===== config.mk =====
export PLATFORM = sky130hd
export DESIGN_NAME = pl_stage_reg
export DESIGN_NICKNAME = d
export VERILOG_FILES = /design/src/rtl/pl_pkg.sv /design/src/rtl/pl_stage_entry.sv /design/src/rtl/pl_stage_reg.sv
export SDC_FILE = /design/constraint.sdc
export NUM_CORES = 1
export LEC_CHECK = 0
export CORE_MARGIN = 5
export CORE_UTILIZATION = 35
export DETAILED_ROUTE_END_ITERATION = 8
export GPL_ROUTABILITY_DRIVEN = 0
export GPL_TIMING_DRIVEN = 0
export HOLD_SLACK_MARGIN = 0.06
export MAX_ROUTING_LAYER = met4
export PLACE_DENSITY = 0.74
export SYNTH_ARGS = -nofsm -noshare
export SYNTH_HDL_FRONTEND = slang
export SYNTH_SLANG_ARGS = --single-unit

===== constraint.sdc =====
create_clock -name CLK -period 2.2 [get_ports CLK]
set_input_delay 0.44 -clock CLK [delete_from_list [all_inputs] [get_ports CLK]]
set_output_delay 0.44 -clock CLK [all_outputs]
set_load 0.1 [all_outputs]

===== src/rtl/pl_pkg.sv =====
// Shared types and helpers for the generic pipeline-stage register.
// State encoding covers the optional skid build (PL_STAGE_SKID_EN).
package pl_pkg;

    typedef enum logic [1:0] {
        EMPTY = 2'd0,
        FULL  = 2'd1,
        SKID  = 2'd2
    } pl_state_t;

    // Replicated to CTRL_W bits by the users of the control slice.
    localparam logic PL_CTRL_RST_BIT = 1'b0;

    function automatic logic [63:0] PL_CNT_MAX(input int unsigned w);
        return (w >= 64) ? '1 : ((64'd1 << w) - 64'd1);
    endfunction

endpackage


===== src/rtl/pl_stage_entry.sv =====
// One payload entry {ctrl, data}: load writes both slices, clear_ctrl resets
// only the control slice so flushed beats keep their data for debug.
module pl_stage_entry
    import pl_pkg::*;
#(
    parameter int                 CTRL_W   = 16,
    parameter int                 DATA_W   = 96,
    parameter logic [CTRL_W-1:0]  CTRL_RST = {CTRL_W{PL_CTRL_RST_BIT}}
) (
    input  logic              CLK,
    input  logic              nRST,
    input  logic              load,
    input  logic              clear_ctrl,
    input  logic [CTRL_W-1:0] d_ctrl,
    input  logic [DATA_W-1:0] d_data,
    output logic [CTRL_W-1:0] q_ctrl,
    output logic [DATA_W-1:0] q_data
);

    // NOTE: the data slice is reset too, so out_data is a defined 0 after reset
    // rather than X; this is a register, not a RAM, so the reset is cheap.
    always_ff @(posedge CLK or negedge nRST) begin
        if (!nRST) begin
            q_ctrl <= CTRL_RST;
            q_data <= '0;
        end else begin
            if (clear_ctrl)
                q_ctrl <= CTRL_RST;
            else if (load)
                q_ctrl <= d_ctrl;
            if (load)
                q_data <= d_data;
        end
    end

endmodule


===== src/rtl/pl_stage_reg.sv =====
// Elastic valid/ready pipeline-stage register with flushable control slice.
// Define PL_STAGE_SKID_EN for a second (skid) entry and a registered in_ready.
module pl_stage_reg
    import pl_pkg::*;
#(
    parameter int                 DATA_W   = 96,
    parameter int                 CTRL_W   = 16,
    parameter logic [CTRL_W-1:0]  CTRL_RST = {CTRL_W{PL_CTRL_RST_BIT}},
    parameter int                 CNT_W    = 16
) (
    input  logic              CLK,
    input  logic              nRST,
    input  logic              flush,
    input  logic              in_valid,
    output logic              in_ready,
    input  logic [CTRL_W-1:0] in_ctrl,
    input  logic [DATA_W-1:0] in_data,
    output logic              out_valid,
    input  logic              out_ready,
    output logic [CTRL_W-1:0] out_ctrl,
    output logic [DATA_W-1:0] out_data,
    output logic [CNT_W-1:0]  stall_cnt
);

    localparam logic [CNT_W-1:0] CNT_MAX = CNT_W'(PL_CNT_MAX(CNT_W));

    pl_state_t   state, state_nxt;
    logic        accept, emit, main_load;
    logic [CTRL_W-1:0] main_d_ctrl;
    logic [DATA_W-1:0] main_d_data;

    assign accept    = in_valid && in_ready;
    assign out_valid = (state != EMPTY);
    assign emit      = out_valid && out_ready;

`ifdef PL_STAGE_SKID_EN
    logic              skid_load;
    logic [CTRL_W-1:0] skid_ctrl;
    logic [DATA_W-1:0] skid_data;

    // Depends on state only, which cuts the out_ready -> in_ready path.
    assign in_ready    = !flush && (state != SKID);
    assign main_d_ctrl = (state == SKID) ? skid_ctrl : in_ctrl;
    assign main_d_data = (state == SKID) ? skid_data : in_data;

    pl_stage_entry #(.CTRL_W(CTRL_W), .DATA_W(DATA_W), .CTRL_RST(CTRL_RST)) u_skid (
        .CLK        (CLK),
        .nRST       (nRST),
        .load       (skid_load),
        .clear_ctrl (flush),
        .d_ctrl     (in_ctrl),
        .d_data     (in_data),
        .q_ctrl     (skid_ctrl),
        .q_data     (skid_data)
    );
`else
    assign in_ready    = !flush && ((state == EMPTY) || out_ready);
    assign main_d_ctrl = in_ctrl;
    assign main_d_data = in_data;
`endif

    always_ff @(posedge CLK or negedge nRST) begin
        if (!nRST) state <= EMPTY;
        else       state <= state_nxt;
    end

    // NOTE: every output of this block gets a default first so no path can
    // leave one unassigned and infer a latch.
    always_comb begin
        state_nxt = state;
        main_load = 1'b0;
`ifdef PL_STAGE_SKID_EN
        skid_load = 1'b0;
`endif
        if (flush) begin
            state_nxt = EMPTY;
        end else begin
            case (state)
                EMPTY: begin
                    if (accept) begin
                        state_nxt = FULL;
                        main_load = 1'b1;
                    end
                end
                FULL: begin
                    if (emit && accept) begin
                        main_load = 1'b1;
                    end else if (emit) begin
                        state_nxt = EMPTY;
`ifdef PL_STAGE_SKID_EN
                    end else if (accept) begin
                        state_nxt = SKID;
                        skid_load = 1'b1;
`endif
                    end
                end
`ifdef PL_STAGE_SKID_EN
                SKID: begin
                    if (emit) begin
                        state_nxt = FULL;
                        main_load = 1'b1;
                    end
                end
`endif
                default: state_nxt = EMPTY;
            endcase
        end
    end

    pl_stage_entry #(.CTRL_W(CTRL_W), .DATA_W(DATA_W), .CTRL_RST(CTRL_RST)) u_main (
        .CLK        (CLK),
        .nRST       (nRST),
        .load       (main_load),
        .clear_ctrl (flush),
        .d_ctrl     (main_d_ctrl),
        .d_data     (main_d_data),
        .q_ctrl     (out_ctrl),
        .q_data     (out_data)
    );

    // NOTE: state registers use non-blocking assignment so every flop samples
    // the pre-edge values regardless of block ordering.
    always_ff @(posedge CLK or negedge nRST) begin
        if (!nRST)
            stall_cnt <= '0;
        else if (out_valid && !out_ready && (stall_cnt != CNT_MAX))
            stall_cnt <= stall_cnt + 1'b1;
    end

endmodule


==> out/metrics.yaml, run 1 <==
power_and_ir_drop:
  power.leakage_nw: 3.72
  total_power_mw: 9.84
  ir_drop_uv: 679
  power_density_mw_per_mm2: 1200
global_route:
  grt_pass1_wl_um: 21400
  grt_max_degree: 67
  track_usage_pct: 17.0
  antenna_found_initial: 0
  grt_overflow: 0
  grt_pass1_vias: 4175
setup_path:
  start_kind: "flop"
  r2r_start: "state[0]"
  rr_endpoint: "u_main.q_data[64]"
  cp_slowest_cell: "clkdlybuf4s15_1"
  crit_type: "flop to output port"
  cp_top_family: "buffers and inverters"
  path_cells: "clkdlybuf4s15_1"
  crit_arrival_ps: 1690
  cp.required_ps: 1760
  rr_worst_depth: 5
  r2r_slack_ps: 300
  path_max_fanout: 5
  slowest_delay_ps: 860
  end_kind: "output port"
  path_buf_inv: 1
synth:
  synth_cell_types: 28
  ys_seq_area_share_pct: 63.6
  synth_top_area_cell: "dfrtp_1"
  synthTopCellsByArea: "dfrtp_1, mux2_2, nand2b_1"
  syn_nets: 467
  netlist_area_mm2: 0.00507
  yosys_register_bits: 129
  syn_area_per_cell_um2: 14.5
  synth_top_area_share_pct: 63.6
  synth_warnings: 0
  postSynthCellCount: 349
clock_tree:
  cts_root_buffer: "clkbuf_16"
  cts_sinks: 129
  clk_latency_ps: 400
  cts.reportedPaths.clkPinSlew_ps: 50
  numCtsBuffers: 17
  htreeDepth: 4
  cts_tree: "done"
  post_cts_buffers: 0
  clock_path_buffers: 2
layout:
  multiInputGateArea_mm2: 0.00174
  diodes: 0
  final_area_mm2: 0.00821
  fill_cells: 1237
  post-route-util_pct: 57.2
  areaGrowthSynthToFinish_pct: 61.8
  fin_cells: 810
  regArea_mm2: 0.00324
  nets: 733
  drive_gt1_share_pct: 24.4
timing:
  fin_crit_ps: 2130
  max-slew-margin-rel_pct: 31.7
  hold_viol_final: 0
  fmax_mhz: 470
  whs_ps: 495
  slew_viol_final: 0
  worstMarginPinSlew_ps: 1030
  fin_worst_skew_ps: 3.33
  setup_viol: 0
  rsz0062_at_grt: "true"
  period_share_pct: 96.8
die:
  die_x_um: 130
  start_util_pct: 35.3
  row_count: 44
  coreArea_mm2: 0.0144
  die_area_mm2: 0.0170
  die_y_um: 130
  io_pins: 247
job:
  max-cap-violations: 0
worst_hold_path:
  hold_depth: 1
  worstHoldStart: "u_main.q_data[95]"
  hold_end: "u_main.q_data[95]"
  min-delay-path-class: "flop to flop"
route:
  antenna_left: 0
  firstDrtPassIters: 4
  drt-total-wl_um: 13700
  via_per_inst: 4.68
  drc_errors: 0
  vias: 3788
  routedWlPerCell_um: 17.0
  drtIter0Drc: 118
placement:
  portBuffers: 245
  hpwlAfterDp_um: 10400
  dp.cells: 779
  placed_area_mm2: 0.00780
status:
  status: "completed"
-- cell usage after synthesis --
master / number
dfrtp_1: 129
mux2_2: 96
nand2_1: 20
nand2b_1: 17
o21ai_0: 16
buf_4: 12
xor2_1: 10
nor2_1: 6
nand3_1: 5
nor3_1: 5
xnor2_1: 5
nand4_1: 4
clkbuf_1: 3
nor4_1: 3
and3_1: 2
buf_2: 2
nor3b_1: 2
or3_1: 2
ha_1: 1
inv_1: 1
mux2_4: 1
nand3_2: 1
nand4_2: 1
nand4b_1: 1
nor2_2: 1
nor2b_1: 1
nor4_4: 1
nor4b_1: 1
-- per-stage QoR --
stage                     TNS, ps  setup slack, ps
final                           0             70.9
after floorplan                 0             1.23
after CTS                    -229             -229
after detailed placement   -14280             -507
after global placement    -562500            -4690
after global routing        -10.1            -10.1
-- logic make-up after synthesis --
kind of cell	after synthesis	synth area share, %
AOI/OAI and AO/OA	16	1.58
xor gates and xnor gates	15	2.59
adders and majority gates	1	0.247
buffers and inverters	18	2.27
DFF	129	63.6
muxes	97	21.6
and+or+nand+nor	73	8.11
-- layer usage --
metal / share of wire (%) / vias to the layer above / GRT usage (%)
met5: 0 / - / -
met4: 2.4 / 0 / 7.26
met3: 8.4 / 29 / 5.89
met2: 49 / 161 / 26.7
met1: 40 / 1845 / 20.0
li1: - / 1753 / -
-- cell usage in the layout (no fill, tap or decap), types with 3 or more instances in the layout --
| cell | instances |
|---|---|
| dfrtp_2 | 7 |
| o21ai_0 | 16 |
| xnor2_1 | 5 |
| xor2_1 | 10 |
| nand3_1 | 5 |
| nor4_1 | 3 |
| buf_4 | 12 |
| mux2_2 | 96 |
| nand2b_1 | 17 |
| clkinv_2 | 3 |
| dlygate4sd2_1 | 123 |
| nor3_1 | 5 |
| clkbuf_1 | 7 |
| clkbuf_8 | 3 |
| dfrtp_1 | 122 |
| nand4_1 | 4 |
| clkdlybuf4s15_1 | 5 |
| nand2_1 | 20 |
| clkdlybuf4s50_1 | 114 |
| nor2_1 | 5 |
| clkbuf_16 | 17 |
-- state kept, by name, summed over array words and instances (netlist names) --
register,count
stall_cnt,16
state,1
u_main.q_ctrl,16
u_main.q_data,96
-- timing repair --
| action | CTS | global route |
|---|---|---|
| cloned | 0 | 0 |
| hold buffers | 1 | 0 |
| endpoints found under the hold margin | 49 | 0 |
| endpoints found under the setup margin | 130 | 7 |
| resized for setup | 130 | 9 |
-- report_power, final --
| part | internal, mW | total (mW) | leakage, nW | switching, mW |
|---|---|---|---|---|
| Combinational | 0.858 | 4.16 | 1.89 | 3.30 |
| Clock | 1.74 | 2.69 | 0.276 | 0.951 |
| Sequential | 2.76 | 2.99 | 1.55 | 0.233 |
-- worst max path at each step --
stage             startpoint             to  slack (ps)  depth (start not counted)
2_1_floorplan   stall_cnt[4]   stall_cnt[1]           1                          4
3_3_place_gp            nRST   stall_cnt[0]       -4690                          1
3_5_place_dp           flush       in_ready        -510                          4
4_1_cts                flush       in_ready        -230                          4
5_1_grt                flush       in_ready         -10                          4
6_report       stall_cnt[13]  stall_cnt[13]          70                          1
-- area by class of cell --
cell class / count / area share, %
Multi-Input combinational cell: 202 / 21.2
Timing Repair Buffer: 247 / 28.3
Clock buffer: 24 / 5.87
Buffer: 17 / 1.36
Tap cell: 184 / 2.80
Inverter: 1 / 0.0457
Clock inverter: 6 / 1.01
Sequential cell: 129 / 39.4
Note: power is estimated with default switching activity, not from simulation.
==> run 2, diff against run 1 <==
--- a/config.mk
+++ b/config.mk
@@ -5,6 +5,7 @@
 export SDC_FILE = /design/constraint.sdc
 export NUM_CORES = 1
 export LEC_CHECK = 0
+export CORE_ASPECT_RATIO = 1.1
 export CORE_MARGIN = 5
 export CORE_UTILIZATION = 35
 export DETAILED_ROUTE_END_ITERATION = 8
==> out/metrics.yaml, run 2 (synthesis gave the netlist of run 1 again) <==
clock_tree:
  numCtsBuffers: 17  # unchanged
  htreeDepth: 4  # unchanged
  clk_latency_ps: 410  # about the same
  clock_path_buffers: 2  # unchanged
  post_cts_buffers: 0  # unchanged
  cts_sinks: 129  # unchanged
  cts.reportedPaths.clkPinSlew_ps: 50  # about the same
  cts_tree: "done"
  cts_root_buffer: "clkbuf_16"
layout:
  diodes: 0  # unchanged
  areaGrowthSynthToFinish_pct: 62.5
  layout_commonest_cell: "dlygate4sd2_1"
  drive_gt1_share_pct: 25.0  # +0.56 points
  final_area_mm2: 0.00825  # +0.43%
  post-route-util_pct: 57.6  # +0.39 points
  top_regs: "u_main.q_data: 96 flops, stall_cnt: 16 flops, u_main.q_ctrl: 16 flops"
  final_cell_mix: "dlygate4sd2_1, dfrtp_1, clkdlybuf4s50_1, mux2_2, nand2_1"
  fin_cells: 820  # +1.2%
  largest-register: "u_main.q_data"
  largest_register_ffs: 96  # unchanged
  nets: 733  # unchanged
setup_path:
  path_cells: "dlygate4sd2_1"
  r2r_start: "state[0]"
  slowest_delay_ps: 880  # +20 ps
  cp_slowest_cell: "dlygate4sd2_1"
  path_buf_inv: 1  # unchanged
  cp_top_family: "buffers and inverters"
  cp.required_ps: 1760  # about the same
  startpoint: "stall_cnt[9]"
  start_kind: "flop"
  crit_arrival_ps: 1700  # about the same
  cp_num_cells: 1  # unchanged
  rr_endpoint: "u_main.q_data[54]"
  path_max_fanout: 5  # unchanged
  r2r_slack_ps: 330  # +30 ps
  end_kind: "output port"
  rr_worst_depth: 5  # unchanged
  crit_type: "flop to output port"
timing:
  setup_viol: 0  # unchanged
  max-slew-margin-rel_pct: 32.5  # +0.79 points
  whs_ps: 496  # +0.848 ps
  worstMarginPinSlew_ps: 1020  # -11.9 ps
  fmax_mhz: 467  # -0.66%
  slew_viol_final: 0  # unchanged
  fin_worst_skew_ps: 9.88  # +6.54 ps
  rsz0062_at_grt: "false"
  period_share_pct: 97.4  # +0.64 points
  hold_viol_final: 0  # unchanged
  fin_crit_ps: 2140  # +14.1 ps
die:
  row_count: 46  # +4.5%
  die_x_um: 125  # -4.3%
  start_util_pct: 35.4  # +0.093 points
  io_pins: 247  # unchanged
  coreArea_mm2: 0.0143  # -0.26%
  die_y_um: 136  # +4.5%
  die_area_mm2: 0.0170  # about the same
route:
  via_per_inst: 4.62  # -1.3%
  routedWlPerCell_um: 17.2  # +1.2%
  met1Wirelength_um: 5190  # -6.0%
  firstDrtPassIters: 4  # unchanged
  highest_layer: "met4"
  antenna_left: 0  # unchanged
  dr_wl_met3_um: 1080  # -7.0%
  drc_errors: 0  # unchanged
  met2_length_um: 7490  # +11%
  vias: 3786  # -0.053%
  drt-total-wl_um: 14100  # +2.4%
  drtIter0Drc: 177  # +50%
placement:
  portBuffers: 245  # unchanged
  dp.cells: 787  # +1.0%
  placed_area_mm2: 0.00781  # +0.13%
  hpwlAfterDp_um: 10900  # +4.7%
worst_hold_path:
  hold_depth: 1  # unchanged
  min-delay-path-class: "flop to flop"
  hold_end: "u_main.q_data[73]"
  worstHoldStart: "u_main.q_data[73]"
global_route:
  grt_pass1_wl_um: 22300  # +4.2%
  antenna_found_initial: 0  # unchanged
  grt_overflow: 0  # unchanged
  grt_max_degree: 67  # unchanged
  track_usage_pct: 17.4  # +0.33 points
  grt_pass1_vias: 4281  # +2.5%
power_and_ir_drop:
  power_density_mw_per_mm2: 1200  # +0.47%
  ir_drop_uv: 687  # +1.2%
  power.leakage_nw: 3.74  # +0.39%
job:
  max-cap-violations: 0  # unchanged
status:
  status: "completed"
## run 2: changes by cell type in the layout (fill, tap and decap cells not counted), sizes merged
cell	before	now
clkdlybuf4s15	5	2
clkbuf	29	28
clkinvlp	1	4
dlygate4sd2	123	126
## run 2: repair_timing
action,CTS,global route
endpoints found under the hold margin,63,0
cloned,0,0
resized for setup,131,5
setup endpoints to repair,130,4
hold buffers,1,0
## run 2: layout make-up
class,count,area (µm²)
Fill cell,1186,6080
Sequential cell,129,3240
Timing Repair Buffer,247,2320
Multi-Input combinational cell,202,1740
Clock buffer,23,488
Tap cell,192,240
Buffer,17,111
Clock inverter,9,105
Inverter,1,3.75
## run 2: worst max-delay path by stage
stage,end,slack [ps]
after floorplan,stall_cnt[1],1
after global placement,stall_cnt[11],-4720
after detailed placement,in_ready,-480
after CTS,in_ready,-210
after global routing,stall_cnt[5],0.7
final,stall_cnt[9],60
## run 2: per-layer routing
metal,vias up,track usage [%]
met3,22,6.52
li1,1745,-
met5,-,-
met2,157,29.7
met4,0,7.47
met1,1862,18.1
## run 2: metrics by stage
stage,total power [mW],setup slack (ps),TNS (ps)
2_1_floorplan,6.26,1.23,0
3_3_place_gp,7.45,-4720,-567460
3_5_place_dp,7.51,-481,-13280
4_1_cts,10.0,-207,-207
5_1_grt,10.3,0.653,0
6_report,9.93,56.8,0
## run 2: where the power goes
group | leakage (nW) | internal [mW] | total, mW | switching [mW]
Sequential | 1.55 | 2.76 | 2.99 | 0.235
Combinational | 1.90 | 0.856 | 4.16 | 3.31
Clock | 0.281 | 1.78 | 2.78 | 0.995
Total | 3.74 | 5.40 | 9.93 | 4.54
